## src/rtl/spi_reg_slave_if.sv

```systemverilog
// Byte-wide SPI bus: chip select, clock, 8-bit MOSI and 8-bit MISO.
interface spi_reg_slave_if;
  logic       CS;
  logic       SCLK;
  logic [7:0] MOSI;
  logic [7:0] MISO;

  modport master (output CS, output SCLK, output MOSI, input MISO);
  modport slave  (input CS, input SCLK, input MOSI, output MISO);
endinterface

```

## src/rtl/spi_reg_slave.sv

```systemverilog
// SPI responder holding a 2**ADDR_W x 8 register file. Frame: one command
// byte (bit 7 = read, low bits = start address), then auto-incrementing data
// bytes. A host port reads/writes the same register file; SPI writes win on
// an address collision.
module spi_reg_slave #(
  parameter int unsigned ADDR_W      = 4,
  parameter int unsigned SYNC_STAGES = 2
) (
  input  logic              clk,
  input  logic              rst,
  spi_reg_slave_if.slave    spi,
  input  logic              hw_we,
  input  logic [ADDR_W-1:0] hw_addr,
  input  logic [7:0]        hw_wdata,
  output logic [7:0]        hw_rdata,
  output logic              spi_wr_pulse,
  output logic [ADDR_W-1:0] spi_wr_addr,
  output logic [7:0]        spi_wr_data,
  output logic              busy
);
  localparam int unsigned DEPTH = 1 << ADDR_W;

  typedef enum logic [1:0] {IDLE, CMD, WDATA, RDATA} state_t;

  state_t                            state;
  logic [SYNC_STAGES-1:0]            cs_sync;
  logic [SYNC_STAGES-1:0]            sclk_sync;
  logic [SYNC_STAGES-1:0][7:0]       mosi_sync;
  logic                              sclk_d;
  logic                              rise_q;
  logic                              fall_q;
  logic [7:0]                        mosi_q;
  logic                              cs_s;
  logic                              sclk_s;
  logic [ADDR_W-1:0]                 ptr;
  logic [DEPTH-1:0][7:0]             regs;
  logic [7:0]                        miso_q;
  logic                              spi_we;

  assign cs_s     = cs_sync[SYNC_STAGES-1];
  assign sclk_s   = sclk_sync[SYNC_STAGES-1];
  assign spi_we   = (state == WDATA) && !cs_s && rise_q;
  assign hw_rdata = regs[hw_addr];
  assign spi.MISO = miso_q;

  // Synchronize the SPI pins and register SCLK edge strobes with the MOSI
  // byte that belongs to them, so both reach the FSM in the same cycle.
  always_ff @(posedge clk or negedge rst) begin
    if (!rst) begin
      cs_sync   <= '1;
      sclk_sync <= '0;
      mosi_sync <= '0;
      sclk_d    <= 1'b0;
      rise_q    <= 1'b0;
      fall_q    <= 1'b0;
      mosi_q    <= '0;
    end else begin
      cs_sync   <= {cs_sync[SYNC_STAGES-2:0], spi.CS};
      sclk_sync <= {sclk_sync[SYNC_STAGES-2:0], spi.SCLK};
      mosi_sync <= {mosi_sync[SYNC_STAGES-2:0], spi.MOSI};
      sclk_d    <= sclk_s;
      rise_q    <= sclk_s & ~sclk_d;
      fall_q    <= ~sclk_s & sclk_d;
      mosi_q    <= mosi_sync[SYNC_STAGES-1];
    end
  end

  // Register file: host write first, SPI write afterwards so it overrides.
  always_ff @(posedge clk or negedge rst) begin
    if (!rst) begin
      regs <= '0;
    end else begin
      if (hw_we)  regs[hw_addr] <= hw_wdata;
      if (spi_we) regs[ptr]     <= mosi_q;
    end
  end

  // Frame state machine with registered MISO, write strobe and busy flag.
  always_ff @(posedge clk or negedge rst) begin
    if (!rst) begin
      state        <= IDLE;
      ptr          <= '0;
      miso_q       <= '0;
      spi_wr_pulse <= 1'b0;
      spi_wr_addr  <= '0;
      spi_wr_data  <= '0;
      busy         <= 1'b0;
    end else begin
      busy         <= ~cs_s;
      spi_wr_pulse <= 1'b0;
      if (cs_s) begin
        state  <= IDLE;
        miso_q <= '0;
      end else begin
        case (state)
          IDLE: begin
            state  <= CMD;
            ptr    <= '0;
            miso_q <= '0;
          end
          CMD: begin
            miso_q <= '0;
            if (rise_q) begin
              ptr   <= mosi_q[ADDR_W-1:0];
              state <= mosi_q[7] ? RDATA : WDATA;
            end
          end
          WDATA: begin
            miso_q <= '0;
            if (rise_q) begin
              spi_wr_pulse <= 1'b1;
              spi_wr_addr  <= ptr;
              spi_wr_data  <= mosi_q;
              ptr          <= ptr + 1'b1;
            end
          end
          RDATA: begin
            if (fall_q) begin
              miso_q <= regs[ptr];
              ptr    <= ptr + 1'b1;
            end
          end
          default: state <= IDLE;
        endcase
      end
    end
  end
endmodule

```

## src/flat_wrapper.sv

```systemverilog
// flat-port wrapper written by rule: the top's interface ports become plain ports
module spi_reg_slave_flat 
#(
  parameter int unsigned ADDR_W      = 4,
  parameter int unsigned SYNC_STAGES = 2
)
  (clk, rst, hw_we, hw_addr, hw_wdata, hw_rdata, spi_wr_pulse, spi_wr_addr, spi_wr_data, busy, spi_CS, spi_SCLK, spi_MOSI, spi_MISO);
  spi_reg_slave_if spi_i ();
  input  logic clk;
  input  logic rst;
  input  logic hw_we;
  input  logic [ADDR_W-1:0] hw_addr;
  input  logic [7:0] hw_wdata;
  output logic [7:0] hw_rdata;
  output logic spi_wr_pulse;
  output logic [ADDR_W-1:0] spi_wr_addr;
  output logic [7:0] spi_wr_data;
  output logic busy;
  input wire logic [$bits(spi_i.CS)-1:0] spi_CS;
  input wire logic [$bits(spi_i.SCLK)-1:0] spi_SCLK;
  input wire logic [$bits(spi_i.MOSI)-1:0] spi_MOSI;
  output wire logic [$bits(spi_i.MISO)-1:0] spi_MISO;
  assign spi_i.CS = spi_CS;
  assign spi_i.SCLK = spi_SCLK;
  assign spi_i.MOSI = spi_MOSI;
  assign spi_MISO = spi_i.MISO;
  spi_reg_slave #(.ADDR_W(ADDR_W), .SYNC_STAGES(SYNC_STAGES)) u_core (.clk(clk), .rst(rst), .spi(spi_i), .hw_we(hw_we), .hw_addr(hw_addr), .hw_wdata(hw_wdata), .hw_rdata(hw_rdata), .spi_wr_pulse(spi_wr_pulse), .spi_wr_addr(spi_wr_addr), .spi_wr_data(spi_wr_data), .busy(busy));
endmodule
```

## config.mk

```make
export PLATFORM = sky130hd
export DESIGN_NAME = spi_reg_slave_flat
export DESIGN_NICKNAME = d
export VERILOG_FILES = /design/src/rtl/spi_reg_slave_if.sv /design/src/rtl/spi_reg_slave.sv /design/src/flat_wrapper.sv
export SDC_FILE = /design/constraint.sdc
export NUM_CORES = 1
export LEC_CHECK = 0
export BUFFER_PORTS_ARGS = -buffer_cell sky130_fd_sc_hd__buf_2
export CAP_MARGIN = 20
export CORE_MARGIN = 3
export CORE_UTILIZATION = 30
export DETAILED_ROUTE_END_ITERATION = 6
export GPL_TIMING_DRIVEN = 0
export PLACE_DENSITY_LB_ADDON = 0.2
export SETUP_SLACK_MARGIN = 0.3
export SLEW_MARGIN = 20
export SYNTH_ARGS = -nofsm -noshare
export SYNTH_HDL_FRONTEND = slang
export SYNTH_SLANG_ARGS = --single-unit
```

## constraint.sdc

```tcl
create_clock -name clk -period 2.8 [get_ports clk]
set_clock_uncertainty 0.15 [all_clocks]
set_input_delay 0.28 -clock clk [delete_from_list [all_inputs] [get_ports clk]]
set_output_delay 0.28 -clock clk [all_outputs]
set_load 0.01 [all_outputs]
```

# ---- After elaboration in Yosys (flattened, before gate mapping)
# Index checks and enable logic that the tools add are counted.
dict set report totals {
  regBits 187
  latch_bits 0
  mem_bits_rw 0
  romBits 0
  input_bits 25
  out_inout_bits 30
  word_cells 86
  mem_count 0
}
dict set report classes {
  add_sub_neg 1
  n_mul 0
  div 0
  order_cmp 4
  eq_ne 8
  n_shift 0
  mux 26
  bitwise_logic 5
  reduce_logical 11
}
# operator n
set ops {}
lappend ops {{128-bit bitwise mux} 2}
lappend ops {{128-bit 2-to-1 mux} 2}
lappend ops {{8-bit binary-select mux with 4-bit select} 2}
lappend ops {{8-bit demux with 4-bit select} 2}
lappend ops {{8-bit 2-to-1 mux} 6}
lappend ops {{4-bit one-hot mux with 4 select lines} 1}
lappend ops {{8-bit one-hot mux with 2 select lines} 1}
lappend ops {{4-bit 2-to-1 mux} 3}
lappend ops {{4-bit by 5-bit less-than comparator with 1-bit output (second input constant)} 2}
lappend ops {{4-bit by 1-bit greater-or-equal comparator with 1-bit output (second input constant)} 2}
lappend ops {{2-bit by 1-bit inequality test with 1-bit output (second input constant)} 3}
lappend ops {{3-bit by 1-bit inequality test with 1-bit output (second input constant)} 2}
lappend ops {{4-bit by 1-bit adder with 4-bit output (second input constant)} 1}
lappend ops {{2-bit == test (second input constant)} 2}
lappend ops {{1-bit logical AND} 4}
lappend ops {{1-bit 2-to-1 mux} 4}
lappend ops {{2-bit 2-to-1 mux} 2}
lappend ops {{2-bit one-hot mux with 2 select lines} 1}
lappend ops {{4-bit AND reduction} 1}
lappend ops {{1-bit inverter} 3}
lappend ops {{3-bit AND reduction} 1}
lappend ops {{3-bit nonzero test} 1}
lappend ops {{3-bit OR reduction} 1}
lappend ops {{1-bit AND} 2}
lappend ops {{other kinds (4)} 4}

# ---- Depth between registers and ports, before layout
dict set report depth {
  word_depth 8
  mapped_depth 9
  depth_no_buf 6
}

# ---- Least setup slack after synthesis
# No wires, ideal clock.
dict set report synth_path {
  path_type {flip-flop to flip-flop}
  start {reg u_core.ptr[1]}
  end {reg u_core.regs[6] (netlist name)}
  setup_time_ps 136
  arrival_time_ps 1967
  t_required_ps 2514
  setup_slack_ps 547
  path_stages_with_launch 9
  n_path_buf 3
  period_less_slack_ps 2253
  path_cell_list {dfrtp_1 -> clkbuf_1 -> clkbuf_1 -> inv_1 -> ha_1 -> inv_1 -> nor4_2 -> clkbuf_1 -> o21ai_0}
}
dict set report synth_between {
  elab_chain_cells 6
  word_cells_on_any_way 7
  cone_classes {order compare (2); mux (4); reduce/logical (1)}
}
# item line_no
set synth_rtl {}
lappend synth_rtl {{start: declaration} spi_reg_slave.sv:35} ;# logic [ADDR_W-1:0] ptr;
lappend synth_rtl {{start signal: assignment} spi_reg_slave.sv:104} ;# ptr <= mosi_q[ADDR_W-1:0];
lappend synth_rtl {{start signal: assignment} spi_reg_slave.sv:114} ;# ptr <= ptr + 1'b1;
lappend synth_rtl {{start signal: assignment} spi_reg_slave.sv:120} ;# ptr <= ptr + 1'b1;
lappend synth_rtl {{4-bit by 5-bit less-than comparator with 1-bit output (not written as such) or 4-bit by 1-bit greater-or-equal comparator with 1-bit output (tied branches)} spi_reg_slave.sv:74} ;# if (spi_we) regs[ptr] <= mosi_q;
lappend synth_rtl {{1-bit logical AND (not written as such)} spi_reg_slave.sv:74}
lappend synth_rtl {{8-bit 2-to-1 mux (not written as such)} spi_reg_slave.sv:74}
lappend synth_rtl {{8-bit demux with 4-bit select (*)} n/a}
lappend synth_rtl {{128-bit bitwise mux (*)} spi_reg_slave.sv:74}
lappend synth_rtl {{128-bit 2-to-1 mux (*)} spi_reg_slave.sv:74}
lappend synth_rtl {{end signal: indexed assignment} spi_reg_slave.sv:73} ;# if (hw_we) regs[hw_addr] <= hw_wdata;
lappend synth_rtl {{end signal: indexed assignment} spi_reg_slave.sv:74}
lappend synth_rtl {{end: declaration} spi_reg_slave.sv:36} ;# logic [DEPTH-1:0][7:0] regs;
# Every way passes the cells marked *; elsewhere a longest branch is shown, timed or not.
# A chain may end at the register's enable or synchronous reset.

# ---- Worst setup path in the final report
dict set report layout_path {
  start {reg u_core.regs[89] (netlist name)}
  end {out hw_rdata[1]}
}
dict set report layout_between {
  elab_chain_cells 2
}
# item line_no
set layout_rtl {}
lappend layout_rtl {{8-bit binary-select mux with 4-bit select} spi_reg_slave.sv:43} ;# assign hw_rdata = regs[hw_addr];
lappend layout_rtl {{8-bit 2-to-1 mux (not written as such)} spi_reg_slave.sv:43}
lappend layout_rtl {{end: declaration} flat_wrapper.sv:14} ;# output logic [7:0] hw_rdata;
# Every way passes these cells. The select of a mux whose other input is x is not followed.

==> qor.csv <==
stage,metric,value,unit
critical_path,endpoint_kind,primary output,
layout,final_core_utilization,0.367,
synthesis,synth-warning-count,0,
layout,layout.nets,1014,
die,chipWidth,190,um
critical_path,timing.rr.start,u_core.ptr[0],
detailed_routing,dr.first_iter.drc_count,757,
sta,final_worst_path_period_need,2.52,ns
layout,area_growth_syn_to_layout,19.2,%
critical_path,crit-reg2reg-capture,u_core.regs[2],
clock_network,ctsLongestPathBuffers,2,
power,combinationalPowerShare,0.282,
die,floorplan.die.height,190,um
power,irDropWorstVdd,0.000506,V
layout,layout.cells.most_common,sky130_fd_sc_hd__dfrtp_1,
synthesis,ys_types,48,
layout,finish.cell_count_without_fillers,1440,
synthesis,postSynthAreaPerCell,11.7,um2
clock_network,clock_tree_from_tritoncts,yes,
power,swShare,0.337,
die,design.core.area,32900,um2
power,share_clk_of_total_power,0.291,
sta,worst_pin_slew,0.980,ns
clock_network,htreeDepth,4,
synthesis,ys_flop_type,sky130_fd_sc_hd__dfrtp_1,
detailed_routing,drt_wl_total,35800,um
sta,hold_slack,0.0772,ns
synthesis,register_bit_count_reported_by_yosys,187,
global_route,grt-ovfl-total,0,
die,placement_rows,66,
synthesis,netlist_instances,870,
clock_network,ctsRootBufferMaster,sky130_fd_sc_hd__clkbuf_16,
global_route,track_usage,0.202,
placed_design,preCtsSetupSlack,-0.614,ns
critical_path,ff2ff_path_depth,10,
sta,setup_violating_endpoint_count_in_the_final_report,0,
detailed_routing,first_pass_iters,6,
sta,max_slew_margin,0.347,
placed_design,buffer_ports.inserted,53,
critical_path,crit_path_start_kind,flip-flop,
sta,finalMaxSlewViolations,0,
synthesis,asyncSetResetFlopFracSynth,1.00,
detailed_routing,post_drt_wl_per_cell,24.9,um
sta,final_hold_viol_count,0,
clock_network,cts_buffers,17,
outcome,outcome,completed,
power,p_per_area,707,nW/um2
synthesis,yosysSeqAreaShare,0.461,
critical_path,regToRegSetupSlack,0.47,ns
global_route,first_pass_grt_wire_length,53000,um
global_route,grt_pass1_vias,7529,
synthesis,postSynthNetCount,899,
die,fp.dieArea,36100,um2
synthesis,synth_edf_count,0,
layout,mostFrequentLayoutCells,"185 x sky130_fd_sc_hd__dfrtp_1, 168 x sky130_fd_sc_hd__nand2_1, 137 x sky130_fd_sc_hd__mux2i_1",
critical_path,cp.arrival,2.09,ns
detailed_routing,detail-route-antenna-nets,0,
layout,n_antenna_cell,0,
sta,period_share,0.900,
sta,fmax,397,MHz
global_route,initial_antenna_violation_count,2,
detailed_routing,drcViolationCount,0,
flow_run,cap_viol_max_count,0,
detailed_routing,route.detailed.vias_per_inst,5.37,
critical_path,cp_max_fo,3,
detailed_routing,detailroute.via_count,7730,
clock_network,clk_pin_slew_worst_paths,0.08,ns
clock_network,clock_latency,0.45,ns
power,p_int,5680,uW
critical_path,worst_setup_path_startpoint,u_core.regs[89],
layout,num-fill-cells,3254,
hold_path,worst_hold_path_type,in -> reg,
power,switchingPower,2880,uW
layout,share_of_layout_cells_above_drive_strength_1,0.277,
placed_design,dp.final_hpwl,25400,um
placed_design,placed_cells,1367,
placed_design,gp_congestion,0.858,
sta,unrepaired_setup_endpoints_after_global_routing,yes,
hold_path,hold_start,hw_wdata[6],
power,power_share_of_the_sequential_group,0.427,
die,boundaryPins,55,
synthesis,syn-cell-area,10200,um2
critical_path,worstSetupPathType,reg -> out,
die,initial_utilization,0.308,
critical_path,crit_path_end,hw_rdata[1],
global_route,grt_start_max_net_pins,94,
power,p_leak,0.00490,uW
sta,final.setup.worst_slack,0.279,ns
critical_path,critPathRequiredTime,2.37,ns
clock_network,clkSinkCount,187,
[layer usage]
metal	track usage	vias up	part of all wire	routed length (um)
li1	-	3385	-	-
met1	0.290	3962	0.44	15900
met2	0.292	322	0.44	15600
met3	0.0516	59	0.080	2880
met4	0.0802	2	0.039	1400
met5	0	-	0.00036	13
[through the flow]
stage / TNS (ns) / area (um2) / power [uW]
final: 0 / 12100 / 8560
after global routing: 0 / 12100 / 8960
after CTS: 0 / 11900 / 8530
after detailed placement: -15.65 / 11100 / 5960
after global placement: -414.00 / 11000 / 5910
after floorplan: 0 / 10200 / 5040
[synth_stat cells, types with 4 or more instances]
master / number / area share
sky130_fd_sc_hd__nor3_4: 11 / 0.018
sky130_fd_sc_hd__mux4_2: 72 / 0.16
sky130_fd_sc_hd__nor2b_1: 4 / 0.0025
sky130_fd_sc_hd__ha_1: 4 / 0.0049
sky130_fd_sc_hd__buf_2: 37 / 0.018
sky130_fd_sc_hd__nand2b_1: 7 / 0.0043
sky130_fd_sc_hd__clkbuf_1: 23 / 0.0085
sky130_fd_sc_hd__mux2i_1: 137 / 0.13
sky130_fd_sc_hd__nand2_1: 168 / 0.062
sky130_fd_sc_hd__dfrtp_1: 185 / 0.46
sky130_fd_sc_hd__o211ai_1: 8 / 0.0059
sky130_fd_sc_hd__buf_1: 7 / 0.0026
sky130_fd_sc_hd__a21oi_1: 6 / 0.0030
sky130_fd_sc_hd__nor2_1: 5 / 0.0018
sky130_fd_sc_hd__o21ai_0: 54 / 0.027
sky130_fd_sc_hd__a22oi_1: 8 / 0.0059
sky130_fd_sc_hd__inv_1: 10 / 0.0037
sky130_fd_sc_hd__o21ai_1: 78 / 0.038
sky130_fd_sc_hd__nor2_2: 9 / 0.0055
[layout make-up]
| cell class | count | area [um2] | area share |
|---|---|---|---|
| inverter | 11 | 45.0 | 0.00372 |
| sequential | 187 | 4680 | 0.387 |
| multi-input combinational | 598 | 5110 | 0.422 |
| clock inverter | 12 | 130 | 0.0108 |
| timing repair buffer | 96 | 716 | 0.0591 |
| clock buffer | 20 | 457 | 0.0377 |
| buffer | 74 | 415 | 0.0343 |
| tap | 442 | 553 | 0.0457 |
[worst min-delay path by stage]
stage                           to  slack, ns  cells after the start
2_1_floorplan          u_core.busy      -0.17                      0
3_3_place_gp   u_core.mosi_sync[8]       0.18                      0
3_5_place_dp        u_core.regs[8]       0.07                      1
4_1_cts            u_core.regs[30]       0.08                      3
5_1_grt            u_core.regs[30]       0.08                      3
6_report           u_core.regs[30]       0.08                      3
[power groups by stage]
stage,registers [uW],logic (uW),clock network (uW)
after global routing,3720,2580,2660
after CTS,3650,2350,2530
after detailed placement,3700,2270,0
after global placement,3680,2230,0
after floorplan,3540,1500,0
final,3660,2410,2490
[critical path: stages (launching register included)]
cell	delay, ns
sky130_fd_sc_hd__dfrtp_1	0.40
sky130_fd_sc_hd__mux4_2	0.53
sky130_fd_sc_hd__mux4_2	0.55
sky130_fd_sc_hd__buf_6	0.15
[flip-flops by register name, summed over array words and instances (netlist names)]
signal and count:
u_core.fall_q 1, u_core.spi_wr_addr 4, u_core.rise_q 1, u_core.busy 1, u_core.ptr 4, u_core.mosi_q 8
u_core.regs 128, u_core.spi_wr_pulse 1, u_core.cs_sync 2, u_core.state 2, u_core.mosi_sync 16, u_core.spi.MISO 8
u_core.spi_wr_data 8, u_core.sclk_sync 2, u_core.sclk_d 1
[what timing repair did]
action	4_1_cts	5_1_grt
pin swaps	7	5
buffers inserted	15	15
endpoints found under the setup margin	110	110
hold buffers	11	0
gates resized for setup	18	25
endpoints found under the hold margin	104	0
[logic make-up (layout without fill, tap and decap cells)]
kind of cell | count (synthesis) | count (layout) | synth area share
AOI/OAI and AO/OA | 162 | 162 | 0.0862
adders and majority gates | 4 | 4 | 0.00493
buffers and inverters | 85 | 213 | 0.0402
DFF | 187 | 187 | 0.461
muxes | 209 | 209 | 0.295
and+or+nand+nor | 223 | 223 | 0.113
(Power assumes the default switching activity.)
